**src/rtl/alu_rs_scheduler_if.sv**
```systemverilog
// Bundle of the scheduler's dispatch, result-broadcast and ALU-issue signals.
// The master side (dispatch/ALU/LSB) drives the requests; the slave side is the station.
interface alu_rs_scheduler_if #(
  parameter int ROB_ID_W = 5,
  parameter int OP_W     = 7,
  parameter int VAL_W    = 32,
  parameter int ADDR_W   = 32
);
  logic                disp_valid;
  logic [OP_W-1:0]     disp_type;
  logic [VAL_W-1:0]    disp_vj;
  logic [VAL_W-1:0]    disp_vk;
  logic [ROB_ID_W-1:0] disp_qj;
  logic [ROB_ID_W-1:0] disp_qk;
  logic                disp_qj_v;
  logic                disp_qk_v;
  logic [ROB_ID_W-1:0] disp_entry;
  logic [ADDR_W-1:0]   disp_pc;
  logic                rs_full;

  logic                alu_ready;
  logic [ROB_ID_W-1:0] alu_entry;
  logic [VAL_W-1:0]    alu_val;
  logic                lsb_ready;
  logic [ROB_ID_W-1:0] lsb_entry;
  logic [VAL_W-1:0]    lsb_val;

  // Issue side; the op type is called op_type because "type" is a reserved word.
  logic                execute;
  logic [OP_W-1:0]     op_type;
  logic [VAL_W-1:0]    val1;
  logic [VAL_W-1:0]    val2;
  logic [ROB_ID_W-1:0] entry;
  logic [ADDR_W-1:0]   nowPC;

  modport master (
    output disp_valid, disp_type, disp_vj, disp_vk, disp_qj, disp_qk,
           disp_qj_v, disp_qk_v, disp_entry, disp_pc,
           alu_ready, alu_entry, alu_val, lsb_ready, lsb_entry, lsb_val,
    input  rs_full, execute, op_type, val1, val2, entry, nowPC
  );

  modport slave (
    input  disp_valid, disp_type, disp_vj, disp_vk, disp_qj, disp_qk,
           disp_qj_v, disp_qk_v, disp_entry, disp_pc,
           alu_ready, alu_entry, alu_val, lsb_ready, lsb_entry, lsb_val,
    output rs_full, execute, op_type, val1, val2, entry, nowPC
  );
endinterface

```
**src/rtl/alu_rs_scheduler.sv**
```systemverilog
// Reservation station for the shared ALU: holds dispatched ops, snoops ALU/LSB result
// broadcasts for missing operands and issues the lowest-index ready op once per cycle.
module alu_rs_scheduler #(
  parameter int RS_DEPTH = 16,
  parameter int ROB_ID_W = 5,
  parameter int OP_W     = 7,
  parameter int VAL_W    = 32,
  parameter int ADDR_W   = 32
) (
  input  logic              clk,
  input  logic              rst_in,
  input  logic              rdy_in,
  input  logic              flush,
  alu_rs_scheduler_if.slave bus
);
  localparam int IDX_W = $clog2(RS_DEPTH);

  logic                busy_q [RS_DEPTH];
  logic                qj_v_q [RS_DEPTH];
  logic                qk_v_q [RS_DEPTH];
  logic [OP_W-1:0]     type_q [RS_DEPTH];
  logic [VAL_W-1:0]    vj_q   [RS_DEPTH];
  logic [VAL_W-1:0]    vk_q   [RS_DEPTH];
  logic [ROB_ID_W-1:0] qj_q   [RS_DEPTH];
  logic [ROB_ID_W-1:0] qk_q   [RS_DEPTH];
  logic [ROB_ID_W-1:0] dest_q [RS_DEPTH];
  logic [ADDR_W-1:0]   pc_q   [RS_DEPTH];

  logic                execute_q;
  logic [OP_W-1:0]     op_type_q;
  logic [VAL_W-1:0]    val1_q;
  logic [VAL_W-1:0]    val2_q;
  logic [ROB_ID_W-1:0] entry_q;
  logic [ADDR_W-1:0]   now_pc_q;

  logic                full;
  logic                sel_valid;
  logic [IDX_W-1:0]    sel_idx;
  logic [IDX_W-1:0]    free_idx;
  logic                disp_we;
  logic [VAL_W-1:0]    disp_vj_d;
  logic [VAL_W-1:0]    disp_vk_d;
  logic                disp_qj_v_d;
  logic                disp_qk_v_d;

  // Scanning downwards leaves the lowest matching index in both select and free pointers.
  always_comb begin
    full      = 1'b1;
    sel_valid = 1'b0;
    sel_idx   = '0;
    free_idx  = '0;
    for (int i = RS_DEPTH - 1; i >= 0; i--) begin
      if (!busy_q[i]) begin
        full     = 1'b0;
        free_idx = IDX_W'(i);
      end
      if (busy_q[i] && !qj_v_q[i] && !qk_v_q[i]) begin
        sel_valid = 1'b1;
        sel_idx   = IDX_W'(i);
      end
    end
  end

  assign disp_we = bus.disp_valid && !full && !flush;

  // Operands produced in the dispatch cycle are captured directly; ALU result takes priority.
  always_comb begin
    disp_vj_d   = bus.disp_vj;
    disp_qj_v_d = bus.disp_qj_v;
    disp_vk_d   = bus.disp_vk;
    disp_qk_v_d = bus.disp_qk_v;
    if (bus.disp_qj_v) begin
      if (bus.alu_ready && bus.alu_entry == bus.disp_qj) begin
        disp_vj_d   = bus.alu_val;
        disp_qj_v_d = 1'b0;
      end else if (bus.lsb_ready && bus.lsb_entry == bus.disp_qj) begin
        disp_vj_d   = bus.lsb_val;
        disp_qj_v_d = 1'b0;
      end
    end
    if (bus.disp_qk_v) begin
      if (bus.alu_ready && bus.alu_entry == bus.disp_qk) begin
        disp_vk_d   = bus.alu_val;
        disp_qk_v_d = 1'b0;
      end else if (bus.lsb_ready && bus.lsb_entry == bus.disp_qk) begin
        disp_vk_d   = bus.lsb_val;
        disp_qk_v_d = 1'b0;
      end
    end
  end

  genvar gi;
  generate
    for (gi = 0; gi < RS_DEPTH; gi++) begin : g_entry
      logic j_alu_hit, j_lsb_hit, k_alu_hit, k_lsb_hit;
      assign j_alu_hit = bus.alu_ready && bus.alu_entry == qj_q[gi];
      assign j_lsb_hit = bus.lsb_ready && bus.lsb_entry == qj_q[gi];
      assign k_alu_hit = bus.alu_ready && bus.alu_entry == qk_q[gi];
      assign k_lsb_hit = bus.lsb_ready && bus.lsb_entry == qk_q[gi];

      always_ff @(posedge clk) begin
        if (rst_in) begin
          busy_q[gi] <= 1'b0;
          qj_v_q[gi] <= 1'b0;
          qk_v_q[gi] <= 1'b0;
        end else if (rdy_in) begin
          if (flush) begin
            busy_q[gi] <= 1'b0;
          end else if (disp_we && free_idx == IDX_W'(gi)) begin
            busy_q[gi] <= 1'b1;
            type_q[gi] <= bus.disp_type;
            vj_q[gi]   <= disp_vj_d;
            vk_q[gi]   <= disp_vk_d;
            qj_q[gi]   <= bus.disp_qj;
            qk_q[gi]   <= bus.disp_qk;
            qj_v_q[gi] <= disp_qj_v_d;
            qk_v_q[gi] <= disp_qk_v_d;
            dest_q[gi] <= bus.disp_entry;
            pc_q[gi]   <= bus.disp_pc;
          end else begin
            if (sel_valid && sel_idx == IDX_W'(gi)) begin
              busy_q[gi] <= 1'b0;
            end
            if (busy_q[gi] && qj_v_q[gi] && (j_alu_hit || j_lsb_hit)) begin
              vj_q[gi]   <= j_alu_hit ? bus.alu_val : bus.lsb_val;
              qj_v_q[gi] <= 1'b0;
            end
            if (busy_q[gi] && qk_v_q[gi] && (k_alu_hit || k_lsb_hit)) begin
              vk_q[gi]   <= k_alu_hit ? bus.alu_val : bus.lsb_val;
              qk_v_q[gi] <= 1'b0;
            end
          end
        end
      end
    end
  endgenerate

  // Issue register: data outputs keep the last issued op when nothing is ready.
  always_ff @(posedge clk) begin
    if (rst_in) begin
      execute_q <= 1'b0;
      op_type_q <= '0;
      val1_q    <= '0;
      val2_q    <= '0;
      entry_q   <= '0;
      now_pc_q  <= '0;
    end else if (rdy_in) begin
      if (flush || !sel_valid) begin
        execute_q <= 1'b0;
      end else begin
        execute_q <= 1'b1;
        op_type_q <= type_q[sel_idx];
        val1_q    <= vj_q[sel_idx];
        val2_q    <= vk_q[sel_idx];
        entry_q   <= dest_q[sel_idx];
        now_pc_q  <= pc_q[sel_idx];
      end
    end
  end

  assign bus.rs_full = full;
  assign bus.execute = execute_q;
  assign bus.op_type = op_type_q;
  assign bus.val1    = val1_q;
  assign bus.val2    = val2_q;
  assign bus.entry   = entry_q;
  assign bus.nowPC   = now_pc_q;
endmodule

```
**src/flat_wrapper.sv**
```systemverilog
// flat-port wrapper written by rule: the top's interface ports become plain ports
module alu_rs_scheduler_flat 
#(
  parameter int RS_DEPTH = 16,
  parameter int ROB_ID_W = 5,
  parameter int OP_W     = 7,
  parameter int VAL_W    = 32,
  parameter int ADDR_W   = 32
)
  (clk, rst_in, rdy_in, flush, bus_disp_valid, bus_disp_type, bus_disp_vj, bus_disp_vk, bus_disp_qj, bus_disp_qk, bus_disp_qj_v, bus_disp_qk_v, bus_disp_entry, bus_disp_pc, bus_alu_ready, bus_alu_entry, bus_alu_val, bus_lsb_ready, bus_lsb_entry, bus_lsb_val, bus_rs_full, bus_execute, bus_op_type, bus_val1, bus_val2, bus_entry, bus_nowPC);
  alu_rs_scheduler_if #(.ROB_ID_W(ROB_ID_W), .OP_W(OP_W), .VAL_W(VAL_W), .ADDR_W(ADDR_W)) bus_i ();
  input  logic clk;
  input  logic rst_in;
  input  logic rdy_in;
  input  logic flush;
  input wire logic [$bits(bus_i.disp_valid)-1:0] bus_disp_valid;
  input wire logic [$bits(bus_i.disp_type)-1:0] bus_disp_type;
  input wire logic [$bits(bus_i.disp_vj)-1:0] bus_disp_vj;
  input wire logic [$bits(bus_i.disp_vk)-1:0] bus_disp_vk;
  input wire logic [$bits(bus_i.disp_qj)-1:0] bus_disp_qj;
  input wire logic [$bits(bus_i.disp_qk)-1:0] bus_disp_qk;
  input wire logic [$bits(bus_i.disp_qj_v)-1:0] bus_disp_qj_v;
  input wire logic [$bits(bus_i.disp_qk_v)-1:0] bus_disp_qk_v;
  input wire logic [$bits(bus_i.disp_entry)-1:0] bus_disp_entry;
  input wire logic [$bits(bus_i.disp_pc)-1:0] bus_disp_pc;
  input wire logic [$bits(bus_i.alu_ready)-1:0] bus_alu_ready;
  input wire logic [$bits(bus_i.alu_entry)-1:0] bus_alu_entry;
  input wire logic [$bits(bus_i.alu_val)-1:0] bus_alu_val;
  input wire logic [$bits(bus_i.lsb_ready)-1:0] bus_lsb_ready;
  input wire logic [$bits(bus_i.lsb_entry)-1:0] bus_lsb_entry;
  input wire logic [$bits(bus_i.lsb_val)-1:0] bus_lsb_val;
  output wire logic [$bits(bus_i.rs_full)-1:0] bus_rs_full;
  output wire logic [$bits(bus_i.execute)-1:0] bus_execute;
  output wire logic [$bits(bus_i.op_type)-1:0] bus_op_type;
  output wire logic [$bits(bus_i.val1)-1:0] bus_val1;
  output wire logic [$bits(bus_i.val2)-1:0] bus_val2;
  output wire logic [$bits(bus_i.entry)-1:0] bus_entry;
  output wire logic [$bits(bus_i.nowPC)-1:0] bus_nowPC;
  assign bus_i.disp_valid = bus_disp_valid;
  assign bus_i.disp_type = bus_disp_type;
  assign bus_i.disp_vj = bus_disp_vj;
  assign bus_i.disp_vk = bus_disp_vk;
  assign bus_i.disp_qj = bus_disp_qj;
  assign bus_i.disp_qk = bus_disp_qk;
  assign bus_i.disp_qj_v = bus_disp_qj_v;
  assign bus_i.disp_qk_v = bus_disp_qk_v;
  assign bus_i.disp_entry = bus_disp_entry;
  assign bus_i.disp_pc = bus_disp_pc;
  assign bus_i.alu_ready = bus_alu_ready;
  assign bus_i.alu_entry = bus_alu_entry;
  assign bus_i.alu_val = bus_alu_val;
  assign bus_i.lsb_ready = bus_lsb_ready;
  assign bus_i.lsb_entry = bus_lsb_entry;
  assign bus_i.lsb_val = bus_lsb_val;
  assign bus_rs_full = bus_i.rs_full;
  assign bus_execute = bus_i.execute;
  assign bus_op_type = bus_i.op_type;
  assign bus_val1 = bus_i.val1;
  assign bus_val2 = bus_i.val2;
  assign bus_entry = bus_i.entry;
  assign bus_nowPC = bus_i.nowPC;
  alu_rs_scheduler #(.RS_DEPTH(RS_DEPTH), .ROB_ID_W(ROB_ID_W), .OP_W(OP_W), .VAL_W(VAL_W), .ADDR_W(ADDR_W)) u_core (.clk(clk), .rst_in(rst_in), .rdy_in(rdy_in), .flush(flush), .bus(bus_i));
endmodule
```
**config.mk**
```make
export PLATFORM = sky130hd
export DESIGN_NAME = alu_rs_scheduler_flat
export DESIGN_NICKNAME = d
export VERILOG_FILES = /design/src/rtl/alu_rs_scheduler_if.sv /design/src/rtl/alu_rs_scheduler.sv /design/src/flat_wrapper.sv
export SDC_FILE = /design/constraint.sdc
export NUM_CORES = 2
export LEC_CHECK = 0
export BUFFER_PORTS_ARGS = -buffer_cell sky130_fd_sc_hd__buf_4
export CAP_MARGIN = 20
export CORE_MARGIN = 3
export CORE_UTILIZATION = 40
export DETAILED_ROUTE_END_ITERATION = 16
export PLACE_DENSITY = 0.6
export SLEW_MARGIN = 5
export SYNTH_ARGS = -nofsm -noshare
export SYNTH_HDL_FRONTEND = slang
export SYNTH_SLANG_ARGS = --single-unit
```
**constraint.sdc**
```tcl
create_clock -name clk -period 4.8 [get_ports clk]
set_clock_uncertainty 0.2 [all_clocks]
set_input_delay 0.24 -clock clk [delete_from_list [all_inputs] [get_ports clk]]
set_output_delay 0.24 -clock clk [all_outputs]
set_load 0.01 [all_outputs]
```
==> metrics <==
Routed WL per cell 33.04 microns; Crit-path slowest cell a211oi_1; # fillers 22.72k; leakage 39.07 nW; R2R depth 11; critical path launch point type register; Slew Viols, Final 0; Synth top area share 56.12%; remaining global-route overflow 0; Post-synth EDFFs 1936; Worst-Margin Slew 1.202 ns; Worst VDD drop 0.0003808 V; CTS Root Cell clkbuf_16; total design power 0.04223 W; vias post-DR 79.76k; P&R area growth vs syn 16.24%; vias per cell 6.445; hold wc startpoint bus_disp_entry[2]; Setup Viol. Count Final 0; die width 514.9 microns; Mapped Area 103600 sq um; CTS Buf Count 218; met1 usage 39.39%; initial antenna violation count 34; Max Freq 216.4 MHz; core area 257200 sq um; crit-path max cell delay 0.59 ns; final period utilization 96.26%; design area 120400 sq um; largest net degree at the start of global routing 98; Ys Warns 0; NetSw 0.01068 W; ys flop type edfxtp_1; RR Startpoint u_core.busy_q[1][5]; final wirelength 408.8 mm; Rel. slew slack 19.85%; GRT Util Overall 29.78%; Hold Path Class in -> reg; Fin. Hold Viols 0; Syn Inst Count 8621; DP Area 110400 sq um; Cell Int Power 0.03154 W; required time of the critical path 5.23 ns; Clock Path Buffers 3; # rows 186; met3 global-route usage 7.367%; ys async rst share 0%; GPL Wtd Cong 0.9563; initial cell density of the core 40.28%; Post-Syn Nets 8822; CTS tree done; Nets 8982; Combinational Power Share 11.8%; fraction of layout cells with a size suffix above 1 25.68%; clk_lat worst skew 0.91 ns; top cell type by total area after synthesis edfxtp_1; Mean Syn Cell Area 12.02 sq um; DR iter-0 viols 12.98k; crit-path cells nor3b_1, nor2_1, a211oi_1, nor2_1, o21ai_4, buf_12, and3_1, buf_4, a211o_1, a21o_1, dlygate4sd3_1; sequential area share after synthesis 58.22%; Routed Antenna Nets 0; final worst slack 0.1795 ns; top area cells in the synthesized netlist edfxtp_1, mux2_2, o21ai_0, nand2_1, clkbuf_1; distinct cell type count after synthesis 66; Worst EP arrival 5.05 ns; Die ar. 265100 sq um; Residual DRC 0; MaxCap Viol Count 0; first-pass detailed-route iteration total 9; Seq pwr share 46.9%; sw frac 25.30%; met2 Usage GRT 46.40%; I/O Buffers 310; global-route wire length before repair 571.2 mm; critical path startpoint u_core.busy_q[1][5]; grt peak-use layer met2; Clk pin slew, worst setup/hold paths 0.06 ns; Power Dens Cells 350.7 nW/um^2; pre-CTS setup slack 0.6489 ns; Hold Path Depth 2; Chip Height 514.9 microns; Max Fanout on Critical Path 85; Num Clock Sinks 2045; Clk pwr share 41.3%; vias in the first global route 76.67k; IO Count 311; final worst path period need 4.620 ns; status finished clean; critical path endpoint category register; Yosys reg bits 2045; RSZ-0062 raised after global routing false; Post-DP HPWL 230.7 mm; H-Tree Level Count 4; Crit Path Class reg -> reg; TNS Setup 0 ns; cell mode on critical path nor2_1
power groups by stage:
stage | sequential, W | combinational (W) | clock, W
after global routing | 0.0198 | 0.00519 | 0.0183
after detailed placement | 0.0202 | 0.00463 | 0
final | 0.0198 | 0.00496 | 0.0174
after floorplan | 0.0201 | 0.00272 | 0
after CTS | 0.0198 | 0.00484 | 0.0175
after global placement | 0.0202 | 0.00455 | 0
flip-flops by register name (all words and copies together), names as in the netlist, 5 cells and up:
| signal | flops |
|---|---|
| u_core.qj_q | 80 |
| u_core.dest_q | 80 |
| u_core.bus.val1 | 32 |
| u_core.bus.val2 | 32 |
| u_core.type_q | 112 |
| u_core.vk_q | 512 |
| u_core.bus.nowPC | 32 |
| u_core.qk_v_q | 16 |
| u_core.bus.op_type | 7 |
| u_core.vj_q | 512 |
| u_core.pc_q | 512 |
| u_core.qj_v_q | 16 |
| u_core.bus.entry | 5 |
| u_core.busy_q | 16 |
| u_core.qk_q | 80 |
cell usage in the layout (no fill, tap or decap), types with 68 or more instances in the layout:
| cell | instances |
|---|---|
| a31oi_1 | 82 |
| a221o_1 | 96 |
| mux2_2 | 1154 |
| nand2_1 | 1267 |
| edfxtp_1 | 1936 |
| buf_12 | 92 |
| dlygate4sd3_1 | 268 |
| clkbuf_16 | 220 |
| buf_4 | 545 |
| nor4_1 | 69 |
| xnor2_1 | 68 |
| o22ai_1 | 117 |
| nor2_1 | 123 |
| xor2_1 | 272 |
| o21ai_0 | 1092 |
| a222oi_1 | 198 |
| dfxtp_1 | 109 |
| a21oi_1 | 97 |
| and3_1 | 109 |
| o21bai_1 | 74 |
| a221oi_1 | 129 |
cells in the mapped netlist, drive strengths merged, types with 32 or more instances:
| library cell | count |
|---|---|
| a21oi | 100 |
| a221o | 96 |
| a221oi | 129 |
| a222oi | 198 |
| a22o | 43 |
| a22oi | 37 |
| a31oi | 83 |
| and3 | 141 |
| buf | 121 |
| clkbuf | 845 |
| dfxtp | 109 |
| edfxtp | 1936 |
| inv | 38 |
| mux2 | 1222 |
| nand2 | 1271 |
| nand2b | 47 |
| nor2 | 132 |
| nor4 | 72 |
| o2111a | 32 |
| o211ai | 41 |
| o21ai | 1104 |
| o21bai | 74 |
| o22a | 65 |
| o22ai | 117 |
| o31a | 34 |
| xnor2 | 68 |
| xor2 | 272 |
area by class of cell:
cell class | instances | area [sq um] | share of cell area, %
repair buffers | 906 | 8627 | 7.164
inverters | 38 | 162.7 | 0.1351
clock inverters | 113 | 1267 | 1.053
diodes | 14 | 35.03 | 0.02909
multi-input cells | 5572 | 39690 | 32.96
well taps | 3384 | 4234 | 3.516
clock buffers | 303 | 6077 | 5.047
flip-flops and latches | 2045 | 60320 | 50.09
path summary, 6_finish.rpt:
| kind | endpoint | slack [ns] |
|---|---|---|
| hold / removal | u_core.dest_q[5][2] | 0.05 |
| setup / recovery | u_core.busy_q[1][0] | 0.18 |
| setup reg to reg | u_core.busy_q[1][0] | 0.18 |
| hold reg to reg | u_core.bus.op_type[0] | 0.32 |
timing repair:
| item | 4_1_cts | 5_1_grt |
|---|---|---|
| hold buffers | 268 | 0 |
| gates resized for setup | 0 | 0 |
| setup buffers | 0 | 0 |
| hold endpoints to repair | 1953 | 0 |
stage by stage:
step           util, %  hold WS [ns]  instances
2_1_floorplan        -        0.1389       8621
3_3_place_gp     42.91        0.2648      11677
3_5_place_dp     42.91        0.2719      11677
4_1_cts          46.81      0.005509      12361
5_1_grt          46.82       0.03731      12369
6_report         46.83       0.05367      12375
cell families (layout without fill, tap and decap cells):
logic type	Yosys count	in the layout	share of synthesized area (%)
multiplexers	1249	1249	13.64
AO/OA/AOI/OAI	2221	2221	14.16
flip-flops	2045	2045	58.22
XOR/XNOR	340	340	2.874
AND/OR/NAND/NOR	1762	1762	7.289
other	0	14	0
buffers and inverters	1004	1360	3.814
layer usage:
layer | share of wire (%) | wire length, microns | up-vias
li1 | - | - | 33086
met4 | 4.9 | 19880 | 14
met5 | 0.024 | 97 | -
met1 | 38 | 155600 | 39750
met2 | 45 | 182600 | 5789
met3 | 12 | 50670 | 1123
critical path, delay by kind of cell, from the launching register on:
| family | cells | cell delay (ns) |
|---|---|---|
| AOI/OAI and AO/OA | 4 | 1.12 |
| buffers and inverters | 3 | 1.29 |
| DFF | 1 | 0.47 |
| and+or+nand+nor | 4 | 1.25 |
Note: power is estimated with default switching activity, not from simulation.
